## config.mk

```make
export PLATFORM = sky130hd
export DESIGN_NAME = msu_data_port
export DESIGN_NICKNAME = d
export VERILOG_FILES = /design/src/rtl/msu_data_port.sv
export SDC_FILE = /design/constraint.sdc
export NUM_CORES = 1
export LEC_CHECK = 0
export BUFFER_PORTS_ARGS = -buffer_cell sky130_fd_sc_hd__clkbuf_2
export CORE_MARGIN = 2
export CORE_UTILIZATION = 40
export DETAILED_ROUTE_END_ITERATION = 8
export GPL_TIMING_DRIVEN = 0
export PLACE_DENSITY = 0.66
export REMOVE_ABC_BUFFERS = 1
export SLEW_MARGIN = 10
export SYNTH_ARGS = -nofsm -noshare
export SYNTH_HDL_FRONTEND = slang
export SYNTH_SLANG_ARGS = --single-unit
export TNS_END_PERCENT = 10
```

## constraint.sdc

```tcl
create_clock -name clk_sys -period 1.9 [get_ports clk_sys]
set_clock_uncertainty 0.1 [all_clocks]
set_input_delay 0.19 -clock clk_sys [delete_from_list [all_inputs] [get_ports clk_sys]]
set_output_delay 0.19 -clock clk_sys [all_outputs]
set_load 0.02 [all_outputs]
```

## src/rtl/msu_data_port.sv

```systemverilog
// MSU1 data port: CPU register window, seek handshake with the data store,
// and auto-incrementing read address with a prefetch-advance pulse.
module msu_data_port #(
  parameter int NEXT_HOLD = 4,
  parameter int SEEK_HOLD = 8
) (
  input  logic        clk_sys,
  input  logic        reset,
  input  logic [2:0]  cpu_addr,
  input  logic        cpu_wr,
  input  logic        cpu_rd,
  input  logic [7:0]  cpu_din,
  output logic [7:0]  cpu_dout,
  input  logic [6:0]  status_lo,
  output logic        data_busy,
  output logic [31:0] rd_addr,
  output logic        rd_seek,
  input  logic        rd_seek_done,
  output logic        rd_next,
  input  logic [7:0]  rd_dout
);

  typedef enum logic [1:0] {IDLE, SEEK_REQ, SEEK_WAIT} state_t;

  localparam logic [15:0] SeekLast = 16'(SEEK_HOLD - 1);
  localparam logic [15:0] NextLast = 16'(NEXT_HOLD - 1);

  state_t      state_q;
  logic [31:0] seek_reg_q;
  logic [31:0] seek_reg_d;
  logic        sync1_q;
  logic        done_s_q;
  logic [31:0] rd_addr_q;
  logic        rd_seek_q;
  logic        data_busy_q;
  logic        rd_next_q;
  logic        pending_q;
  logic [31:0] pend_tgt_q;
  logic [15:0] seek_cnt_q;
  logic [15:0] next_cnt_q;

  logic        seek_req;
  logic [31:0] seek_tgt;
  logic        seek_start;
  logic [31:0] start_tgt;
  logic        rd_inc;
  logic [31:0] addr_inc;

  // The target of an offset-3 write is the shadow with the new top byte merged in.
  always_comb begin
    seek_reg_d = seek_reg_q;
    if (cpu_wr && !cpu_addr[2]) begin
      case (cpu_addr[1:0])
        2'd0:    seek_reg_d[7:0]   = cpu_din;
        2'd1:    seek_reg_d[15:8]  = cpu_din;
        2'd2:    seek_reg_d[23:16] = cpu_din;
        default: seek_reg_d[31:24] = cpu_din;
      endcase
    end
  end

  assign seek_req = cpu_wr && (cpu_addr == 3'd3);
  assign seek_tgt = seek_reg_d;
  assign rd_inc   = cpu_rd && (cpu_addr == 3'd1) && !data_busy_q;
  assign addr_inc = rd_addr_q + 32'd1;

  // A fresh write always beats a previously latched pending target.
  assign seek_start = ((state_q == IDLE) && seek_req) ||
                      ((state_q == SEEK_WAIT) && done_s_q && (seek_req || pending_q));
  assign start_tgt  = seek_req ? seek_tgt : pend_tgt_q;

  always_ff @(posedge clk_sys) begin
    if (reset) begin
      state_q     <= IDLE;
      seek_reg_q  <= '0;
      sync1_q     <= 1'b0;
      done_s_q    <= 1'b0;
      rd_addr_q   <= '0;
      rd_seek_q   <= 1'b0;
      data_busy_q <= 1'b0;
      rd_next_q   <= 1'b0;
      pending_q   <= 1'b0;
      pend_tgt_q  <= '0;
      seek_cnt_q  <= '0;
      next_cnt_q  <= '0;
    end else begin
      seek_reg_q <= seek_reg_d;
      sync1_q    <= rd_seek_done;
      done_s_q   <= sync1_q;
      if (seek_start) begin
        rd_addr_q   <= start_tgt;
        rd_seek_q   <= 1'b1;
        data_busy_q <= 1'b1;
        seek_cnt_q  <= '0;
        pending_q   <= 1'b0;
        rd_next_q   <= 1'b0;
        next_cnt_q  <= '0;
        state_q     <= SEEK_REQ;
      end else begin
        case (state_q)
          // Hold the request until the store has dropped its previous done level.
          SEEK_REQ: begin
            if ((seek_cnt_q >= SeekLast) && !done_s_q) begin
              rd_seek_q <= 1'b0;
              state_q   <= SEEK_WAIT;
            end else if (seek_cnt_q < SeekLast) begin
              seek_cnt_q <= seek_cnt_q + 16'd1;
            end
          end
          SEEK_WAIT: begin
            if (done_s_q) begin
              data_busy_q <= 1'b0;
              state_q     <= IDLE;
            end
          end
          default: ;
        endcase
        if (seek_req && (state_q != IDLE)) begin
          pending_q  <= 1'b1;
          pend_tgt_q <= seek_tgt;
        end
        if (rd_inc) begin
          rd_addr_q <= addr_inc;
        end
        if (rd_inc && (addr_inc[2:0] == 3'd0)) begin
          rd_next_q  <= 1'b1;
          next_cnt_q <= '0;
        end else if (rd_next_q) begin
          if (next_cnt_q >= NextLast) begin
            rd_next_q  <= 1'b0;
            next_cnt_q <= '0;
          end else begin
            next_cnt_q <= next_cnt_q + 16'd1;
          end
        end
      end
    end
  end

  always_comb begin
    cpu_dout = 8'h00;
    case (cpu_addr)
      3'd0:    cpu_dout = {data_busy_q, status_lo};
      3'd1:    cpu_dout = data_busy_q ? 8'h00 : rd_dout;
      3'd2:    cpu_dout = 8'h53;
      3'd3:    cpu_dout = 8'h2D;
      3'd4:    cpu_dout = 8'h4D;
      3'd5:    cpu_dout = 8'h53;
      3'd6:    cpu_dout = 8'h55;
      default: cpu_dout = 8'h31;
    endcase
  end

  assign data_busy = data_busy_q;
  assign rd_addr   = rd_addr_q;
  assign rd_seek   = rd_seek_q;
  assign rd_next   = rd_next_q;

endmodule

```

==> results of run 1 <==
[stage by stage]
| step | cell area (sq um) | cells | TNS [ns] | worst slack [ns] |
|---|---|---|---|---|
| 3_3_place_gp | 6087 | 858 | -371.69 | -4.755 |
| 2_1_floorplan | 5497 | 605 | -146.74 | -2.243 |
| 6_report | 7338 | 917 | -0.04643 | -0.02860 |
| 4_1_cts | 7154 | 915 | -0.1358 | -0.06207 |
| 5_1_grt | 7338 | 917 | -0.5514 | -0.1034 |
| 3_5_place_dp | 6261 | 866 | -95.60 | -1.288 |
[what timing repair did]
item                                    in CTS  in global routing
pin swaps                                    8                 10
endpoints found under the setup margin     101                 63
hold buffers                                 4                  0
buffers inserted                            11                  2
cloned                                       3                  0
gates resized for setup                     26                 43
endpoints found under the hold margin        4                  0
[worst max-delay path by stage]
stage / to / depth (start not counted)
CTS: rd_addr[9]$_SDFFE_PP0P_ / 5
detailed placement: rd_addr[20]$_SDFFE_PP0P_ / 7
global placement: pend_tgt_q[8]$_SDFFE_PP0P_ / 4
global route: rd_addr[30]$_SDFFE_PP0P_ / 5
floorplan: pend_tgt_q[0]$_SDFFE_PP0P_ / 3
finish: rd_addr[9]$_SDFFE_PP0P_ / 5
[cells by family (layout without fill, tap and decap cells)]
family	after synthesis	in the layout
simple gates	277	277
compound gates	129	132
flops	128	128
buf+inv	60	143
xor+xnor	27	27
mux	26	26
fa+ha+maj	4	4
[per-layer routing]
metal,part of all wire [%],wire (um),up-vias,global-route usage [%]
li1,-,-,2483,-
met1,42,6697,2464,26.55
met2,48,7496,193,34.24
met3,8.0,1259,34,5.304
met4,2.0,318,0,7.813
met5,0,0,-,0
[state kept, by name, indices dropped and copies added, names as in the netlist, 2 cells and up]
| signal | flops |
|---|---|
| pend_tgt_q | 32 |
| seek_reg_q | 24 |
| seek_cnt_q | 16 |
| rd_addr | 32 |
| state_q | 2 |
| next_cnt_q | 16 |
[cells in the mapped netlist, types with 2 or more instances]
| cell type | n |
|---|---|
| a221oi_1 | 2 |
| nor3b_1 | 2 |
| buf_2 | 8 |
| nor3_1 | 11 |
| buf_1 | 8 |
| o211ai_1 | 4 |
| nand4_1 | 9 |
| a21oi_1 | 38 |
| or3_1 | 2 |
| nor2_1 | 77 |
| clkbuf_1 | 29 |
| ha_1 | 4 |
| clkinv_1 | 2 |
| dfxtp_1 | 128 |
| and3_1 | 19 |
| a31oi_1 | 7 |
| and2_1 | 15 |
| mux2i_1 | 25 |
| xnor2_1 | 21 |
| nor4b_1 | 3 |
| nand3_1 | 21 |
| nor2b_1 | 5 |
| a211oi_1 | 49 |
| o22ai_1 | 4 |
| and4_1 | 4 |
| inv_1 | 11 |
| nor4_2 | 6 |
| a221oi_2 | 2 |
| a41oi_1 | 2 |
| xor2_1 | 6 |
| nor4_1 | 13 |
| o21ai_0 | 9 |
| nand2b_1 | 3 |
| nand2_1 | 74 |
[worst max-delay path, delay by kind of cell, from the launching register on]
| family | cells | cell delay (ns) |
|---|---|---|
| compound gates | 1 | 0.22 |
| simple gates | 3 | 0.99 |
| xor+xnor | 1 | 0.17 |
| flops | 1 | 0.37 |
[area by class of cell]
| type | count | area [sq um] |
|---|---|---|
| sequential | 128 | 2591 |
| multi-input combinational | 466 | 3179 |
| timing repair buffer | 98 | 659.4 |
| clock buffer | 21 | 470.5 |
| tap | 180 | 225.2 |
| inverter | 14 | 53.80 |
| fill | 1235 | 6543 |
| clock inverter | 10 | 158.9 |
[power by group through the flow]
| stage | clock [mW] | combinational (mW) | sequential [mW] |
|---|---|---|---|
| detailed placement | 0 | 0.396 | 2.82 |
| global placement | 0 | 0.371 | 2.82 |
| floorplan | 0 | 0.178 | 2.84 |
| CTS | 3.49 | 0.420 | 2.77 |
| finish | 3.45 | 0.427 | 2.77 |
| global route | 3.60 | 0.465 | 2.77 |
==> results.cfg, run 1 <==
[run_status]
outcome = finished with violations
violations = negative setup slack

[yosys]
synth_compound_area_share_pct = 15.38
netlist_instances = 651
syn_avg_cell_area_sq_um = 8.735
ys_top_cells_by_area = dfxtp_1 (45%), a211oi_1 (6.5%), nor2_1 (5.1%)
synth_mux_area_share_pct = 4.598
synth.largest_area_cell = dfxtp_1
ys_types = 62
synth_edf_count = 0
synthSimpleGateAreaFrac_pct = 25.65
ys_seq_elements = 128
ys.flop_type = dfxtp_1
synth-xor-area-share_pct = 4.158
ys_seq_area_share_pct = 45.06
netlist_area_sq_mm = 0.005687
async_flop_share_pct = 0
yosys_warnings = 0
synth_top_family_by_area = simple AND/OR/NAND/NOR gates
synth_top_area_share_pct = 45.06
synth_adder_area_share_pct = 0.8801

[floorplan]
core_sq_mm = 0.01388
fp.dieW_um = 123.2
start_util_pct = 40.97
num_rows = 43
die_area_sq_mm = 0.01519
ios = 74
die_height_um = 123.2

[sta]
relSlewSlack_pct = 50.59
hold_viol = 0
post-route-period-util_pct = 101.5
rsz0062_at_grt = true
clock.fmax_mhz = 518.5
slew_viol_final = 0
min_period_ns = 1.929
setup_viol = 3
setup_ws_ns = -0.02860
worstMarginPinSlew_ns = 0.7362
hold_ws_ns = 0.02126

[cells_and_area]
final_cell_mix = dfxtp_1 (115), nor2_1 (74), nand2_1 (72)
areaGrowthSynthToFinish_pct = 29.04
final_nets = 760
n_antenna_cell = 0
final_core_util_pct = 52.87
layout_commonest_cell = dfxtp_1
drive_gt1_share_pct = 25.37

[drt]
dr.pass1.iters = 5
drt_iter0_markers = 360
vias = 5174
drc = 0
wirelength_um = 15770
vias_per_cell = 5.642
wire_per_inst_um = 17.20
final_antenna_net_count = 0

[power]
p_leak_nw = 2.807
swShare_pct = 22.27
p_comb_share_pct = 6.4
seqPwrFrac_pct = 41.6
power_density_mw_per_mm2 = 905.3
power_mw = 6.643
power.share.clock_pct = 51.9
ir_worst_vdd_uv = 631.8
p_switching_mw = 1.479
cellInternalPower_mw = 5.164

[critical_path]
worst-r2r-setup-slack_ns = -0.03
worst_r2r_path_depth = 5
critPathMaxStageDelay_ns = 0.57
crit_chain = or4b_4 > nor2_4 > nand4_1 > xor2_1 > a211oi_1
startpoint = data_busy$_SDFFE_PP0P_
r2r-start = data_busy$_SDFFE_PP0P_
startpoint_type = flip-flop
r2r_end = rd_addr[9]$_SDFFE_PP0P_
critPathKind = reg -> reg
critPathRequiredTime_ns = 2.13
worstSetupEndpointType = flip-flop
critPathMaxFanout = 7
worstPathArrival_ns = 2.16
slowest_stage = or4b_4

[cts]
cts_root_buf = clkbuf_16
cts_sinks = 128
clkSlewWorstSetupHoldPaths_ns = 0.06
htree_levels = 4
cts_tree = done
cts_made_buffers = 17
clk_latency_ns = 0.41
cts_max_path_buffers = 2

[grt]
grt-ovfl-total = 0
antenna_found_initial = 0
grt_max_degree = 61
grt_pass1_vias = 4811
grt_usage_pct = 20.92
grt_pass1_wl_um = 24620

[place]
port_buffers = 73
gp_congestion = 0.7866
place_hpwl_um = 10030

[run]
drv_cap = 0

[worst_hold_path]
min_path_cells = 3
hp-start = cpu_din[1]
holdCritPathClass = in -> reg
worstHoldEndpoint = pend_tgt_q[25]$_SDFFE_PP0P_
No activity file was read; power rests on OpenSTA's default activity.
==> inputs of run 2 (changes only) <==
PLACE_DENSITY = unset   (was 0.66)
SKIP_LAST_GASP = 1   (was unset)
==> results.cfg, run 2 (synthesized netlist as in run 1, its figures left out) <==
[run_status]
violations = negative setup slack
outcome = finished with violations

[cells_and_area]
areaGrowthSynthToFinish_pct = 27.02
final_nets = 761
layout_commonest_cell = dfxtp_1
post-route-cell-area_sq_mm = 0.007223
final_cell_mix = dfxtp_1 (122), nor2_1 (75), nand2_1 (71)
n_antenna_cell = 0
drive_gt1_share_pct = 24.12

[sta]
setup_viol = 2
slew_viol_final = 0
post-route-period-util_pct = 101.3
clock.fmax_mhz = 519.3
worstMarginPinSlew_ns = 0.6980
relSlewSlack_pct = 53.15
setup_ws_ns = -0.02550
rsz0062_at_grt = true
min_period_ns = 1.925
tns_ns = -0.04629
hold_viol = 0

[critical_path]
r2r_end = rd_addr[22]$_SDFFE_PP0P_
r2r-start = rd_addr[1]$_SDFFE_PP0P_
worst_r2r_path_depth = 6
critPathKind = reg -> reg
worstPathArrival_ns = 2.12
worstSetupEndpointType = flip-flop
critPathMaxFanout = 6
worst-r2r-setup-slack_ns = -0.03
startpoint_type = flip-flop
critPathRequiredTime_ns = 2.10

[run]
drv_cap = 0

[cts]
cts_tree = done
clkSlewWorstSetupHoldPaths_ns = 0.06
cts_root_buf = clkbuf_16
htree_levels = 4
cts_sinks = 128
cts_made_buffers = 17
cts_max_path_buffers = 2
clk_latency_ns = 0.41

[floorplan]
die_height_um = 123.2
core_sq_mm = 0.01388
fp.dieW_um = 123.2
ios = 74
start_util_pct = 40.97
num_rows = 43
die_area_sq_mm = 0.01519

[grt]
grt_usage_pct = 21.68
grt-ovfl-total = 0
grt_pass1_vias = 4903
grt_max_degree = 58
antenna_found_initial = 0
grt_pass1_wl_um = 25460

[place]
dpl_worst_slack_ns = -1.034
placed_cell_area_sq_mm = 0.006256
gp_congestion = 0.8337
place_hpwl_um = 10250
port_buffers = 73

[power]
p_leak_nw = 2.721
ir_worst_vdd_uv = 589.2
power_mw = 6.562
power_density_mw_per_mm2 = 908.4

[worst_hold_path]
holdCritPathClass = in -> reg
hp-start = cpu_din[2]
min_path_cells = 3
worstHoldEndpoint = pend_tgt_q[26]$_SDFFE_PP0P_

[drt]
dr.pass1.iters = 5
vias = 5127
drt_iter0_markers = 392
wirelength_um = 15980
final_antenna_net_count = 0
wire_per_inst_um = 17.41
vias_per_cell = 5.585
drc = 0
==> run 2: how the worst max path moves through the flow <==
stage | slack (ns) | startpoint | to | depth (start not counted)
after floorplan | -2.24 | cpu_addr[2] | pend_tgt_q[0]$_SDFFE_PP0P_ | 3
after global placement | -4.70 | cpu_addr[0] | pend_tgt_q[17]$_SDFFE_PP0P_ | 4
after detailed placement | -1.03 | cpu_addr[0] | rd_addr[1]$_SDFFE_PP0P_ | 7
after CTS | -0.21 | reset | next_cnt_q[3]$_SDFFE_PP0P_ | 6
after global routing | -0.11 | rd_addr[1]$_SDFFE_PP0P_ | rd_addr[22]$_SDFFE_PP0P_ | 6
final | -0.03 | rd_addr[1]$_SDFFE_PP0P_ | rd_addr[22]$_SDFFE_PP0P_ | 6
==> run 2: through the flow <==
| stage | utilization, % | instances | hold slack (ns) |
|---|---|---|---|
| CTS | 51.00 | 915 | 0.008289 |
| global route | 52.04 | 918 | 0.03664 |
| finish | 52.04 | 918 | 0.02514 |
| floorplan | - | 605 | 0.1562 |
| global placement | 43.85 | 858 | 0.3147 |
| detailed placement | 45.07 | 866 | 0.3178 |
==> run 2: where the power goes <==
group	internal, mW	total, mW	switching, mW	leakage, nW
sequential	2.72	2.77	0.0438	1.04
clock	2.19	3.36	1.17	0.294
combinational	0.157	0.433	0.276	1.39
==> run 2: area by class of cell <==
class                      instances  area (sq um)
clock buffer                      22         484.2
multi-input combinational        465          3102
fill                            1261          6658
tap                              180         225.2
sequential                       128          2575
timing repair buffer              99         644.4
inverter                          14         56.30
clock inverter                     9         131.4
timing repair inverter             1         5.005
==> run 2: timing repair <==
action | 4_1_cts | 5_1_grt
endpoints found under the setup margin | 103 | 65
pin swaps | 9 | 3
gates cloned | 2 | 1
resized for setup | 17 | 29
hold endpoints to repair | 5 | 0
hold buffers | 5 | 0
buffers inserted | 11 | 2
==> run 2: metal layers <==
metal  vias up  track usage, %  wire [um]
met5         -               0          0
met4         0           7.955        274
met3        22           3.321        800
met2       143           36.71       7873
met1      2477           27.89       7035
li1       2485               -          -
==> run 2: worst max-delay path, stage by stage (launching register included) <==
cell     delay (ns)
dfxtp_2        0.38
ha_2           0.21
and3_2         0.25
nand4_4        0.15
nor3_4         0.22
a41oi_1        0.15
o311a_1        0.35
==> inputs of run 3 (changes only) <==
clock period = 1.8 ns   (was 1.9 ns; I/O delays follow)
==> results.cfg, run 3 (synthesized netlist as in run 1, its figures left out) <==
[run_status]
outcome = finished with violations
violations = negative setup slack

[drt]
drt_iter0_markers = 315
dr.pass1.iters = 5
drc = 0
vias_per_cell = 5.630
final_antenna_net_count = 0
wirelength_um = 16100
vias = 5202
wire_per_inst_um = 17.43

[sta]
clock.fmax_mhz = 519.1
tns_ns = -1.207
min_period_ns = 1.926
slew_viol_final = 0
rsz0062_at_grt = true
post-route-period-util_pct = 107.0
setup_ws_ns = -0.1263
worstMarginPinSlew_ns = 0.7303
relSlewSlack_pct = 50.99
hold_viol = 0
setup_viol = 27

[grt]
antenna_found_initial = 0
grt_usage_pct = 21.80
grt_pass1_wl_um = 25650
grt-ovfl-total = 0
grt_pass1_vias = 4923
grt_max_degree = 58

[place]
dpl_worst_slack_ns = -1.124
port_buffers = 73
placed_cell_area_sq_mm = 0.006256
place_hpwl_um = 10250
gp_congestion = 0.8337

[critical_path]
critPathKind = reg -> reg
critPathMaxFanout = 6
startpoint_type = flip-flop
critPathRequiredTime_ns = 2.03
startpoint = data_busy$_SDFFE_PP0P_
r2r-start = data_busy$_SDFFE_PP0P_
worstSetupEndpointType = flip-flop
worstPathArrival_ns = 2.16

[power]
power_mw = 6.923
ir_worst_vdd_uv = 609.1
p_leak_nw = 2.761
power_density_mw_per_mm2 = 947.3

[cells_and_area]
drive_gt1_share_pct = 24.73
post-route-cell-area_sq_mm = 0.007308
n_antenna_cell = 0
n_fill_cell = 1250
layout_commonest_cell = dfxtp_1
areaGrowthSynthToFinish_pct = 28.51
final_core_util_pct = 52.65
final_nets = 767
final_cell_mix = dfxtp_1 (121), nor2_1 (75), nand2_1 (72)

[floorplan]
ios = 74
core_sq_mm = 0.01388
num_rows = 43
die_height_um = 123.2
fp.dieW_um = 123.2
die_area_sq_mm = 0.01519
start_util_pct = 40.97

[cts]
cts_sinks = 128
htree_levels = 4
cts_root_buf = clkbuf_16
cts_made_buffers = 17
clk_latency_ns = 0.41
clkSlewWorstSetupHoldPaths_ns = 0.06
cts_tree = done
cts_max_path_buffers = 2

[worst_hold_path]
holdCritPathClass = in -> reg
hp-start = cpu_din[2]

[run]
drv_cap = 0
run 3: critical path: stages (launching register included):
cell	delay, ns
dfxtp_4	0.38
nor4b_4	0.20
buf_4	0.18
buf_4	0.15
nand3_4	0.14
buf_4	0.19
nor4_2	0.29
o211ai_1	0.11
o21ai_0	0.10
run 3: final cells by class:
cell class | count | area (sq um) | share of cell area, %
Clock buffer | 22 | 484.2 | 6.626
Tap cell | 180 | 225.2 | 3.082
Timing Repair inverter | 1 | 5.005 | 0.06848
Sequential cell | 128 | 2579 | 35.29
Multi-Input combinational cell | 466 | 3134 | 42.89
Clock inverter | 9 | 131.4 | 1.798
Timing Repair Buffer | 104 | 693.2 | 9.485
Inverter | 14 | 56.30 | 0.7704
run 3: where the power goes:
part	switching (mW)	internal, mW	total (mW)
combinational	0.294	0.170	0.464
sequential	0.0464	2.88	2.92
clock	1.22	2.31	3.54
run 3: path summary, 6_finish.rpt:
| check | to | slack [ns] | cells after the start |
|---|---|---|---|
| max | rd_addr[21]$_SDFFE_PP0P_ | -0.13 | 8 |
| min reg2reg | done_s_q$_SDFF_PP0_ | 0.33 | 1 |
| max reg2reg | rd_addr[21]$_SDFFE_PP0P_ | -0.13 | 8 |
| min | pend_tgt_q[26]$_SDFFE_PP0P_ | 0.01 | 3 |
run 3: metal layers:
metal | global-route usage [%] | part of all wire, % | vias up
met5 | 0 | 0 | -
met4 | 7.386 | 1.7 | 0
met3 | 3.367 | 5.7 | 22
met2 | 37.19 | 49 | 180
met1 | 28.04 | 43 | 2497
li1 | - | - | 2503
run 3: per-stage QoR:
| step | hold slack, ns | cells |
|---|---|---|
| floorplan | 0.1462 | 605 |
| global placement | 0.3047 | 858 |
| detailed placement | 0.3078 | 866 |
| CTS | 0.001430 | 919 |
| global route | 0.02664 | 924 |
| finish | 0.01454 | 924 |
run 3: timing repair:
action / CTS / global route
hold buffers: 7 / 0
pin swaps: 11 / 6
gates resized for setup: 32 / 20
setup buffers: 13 / 3
gates cloned: 2 / 2
endpoints found under the hold margin: 7 / 0
endpoints found under the setup margin: 111 / 91
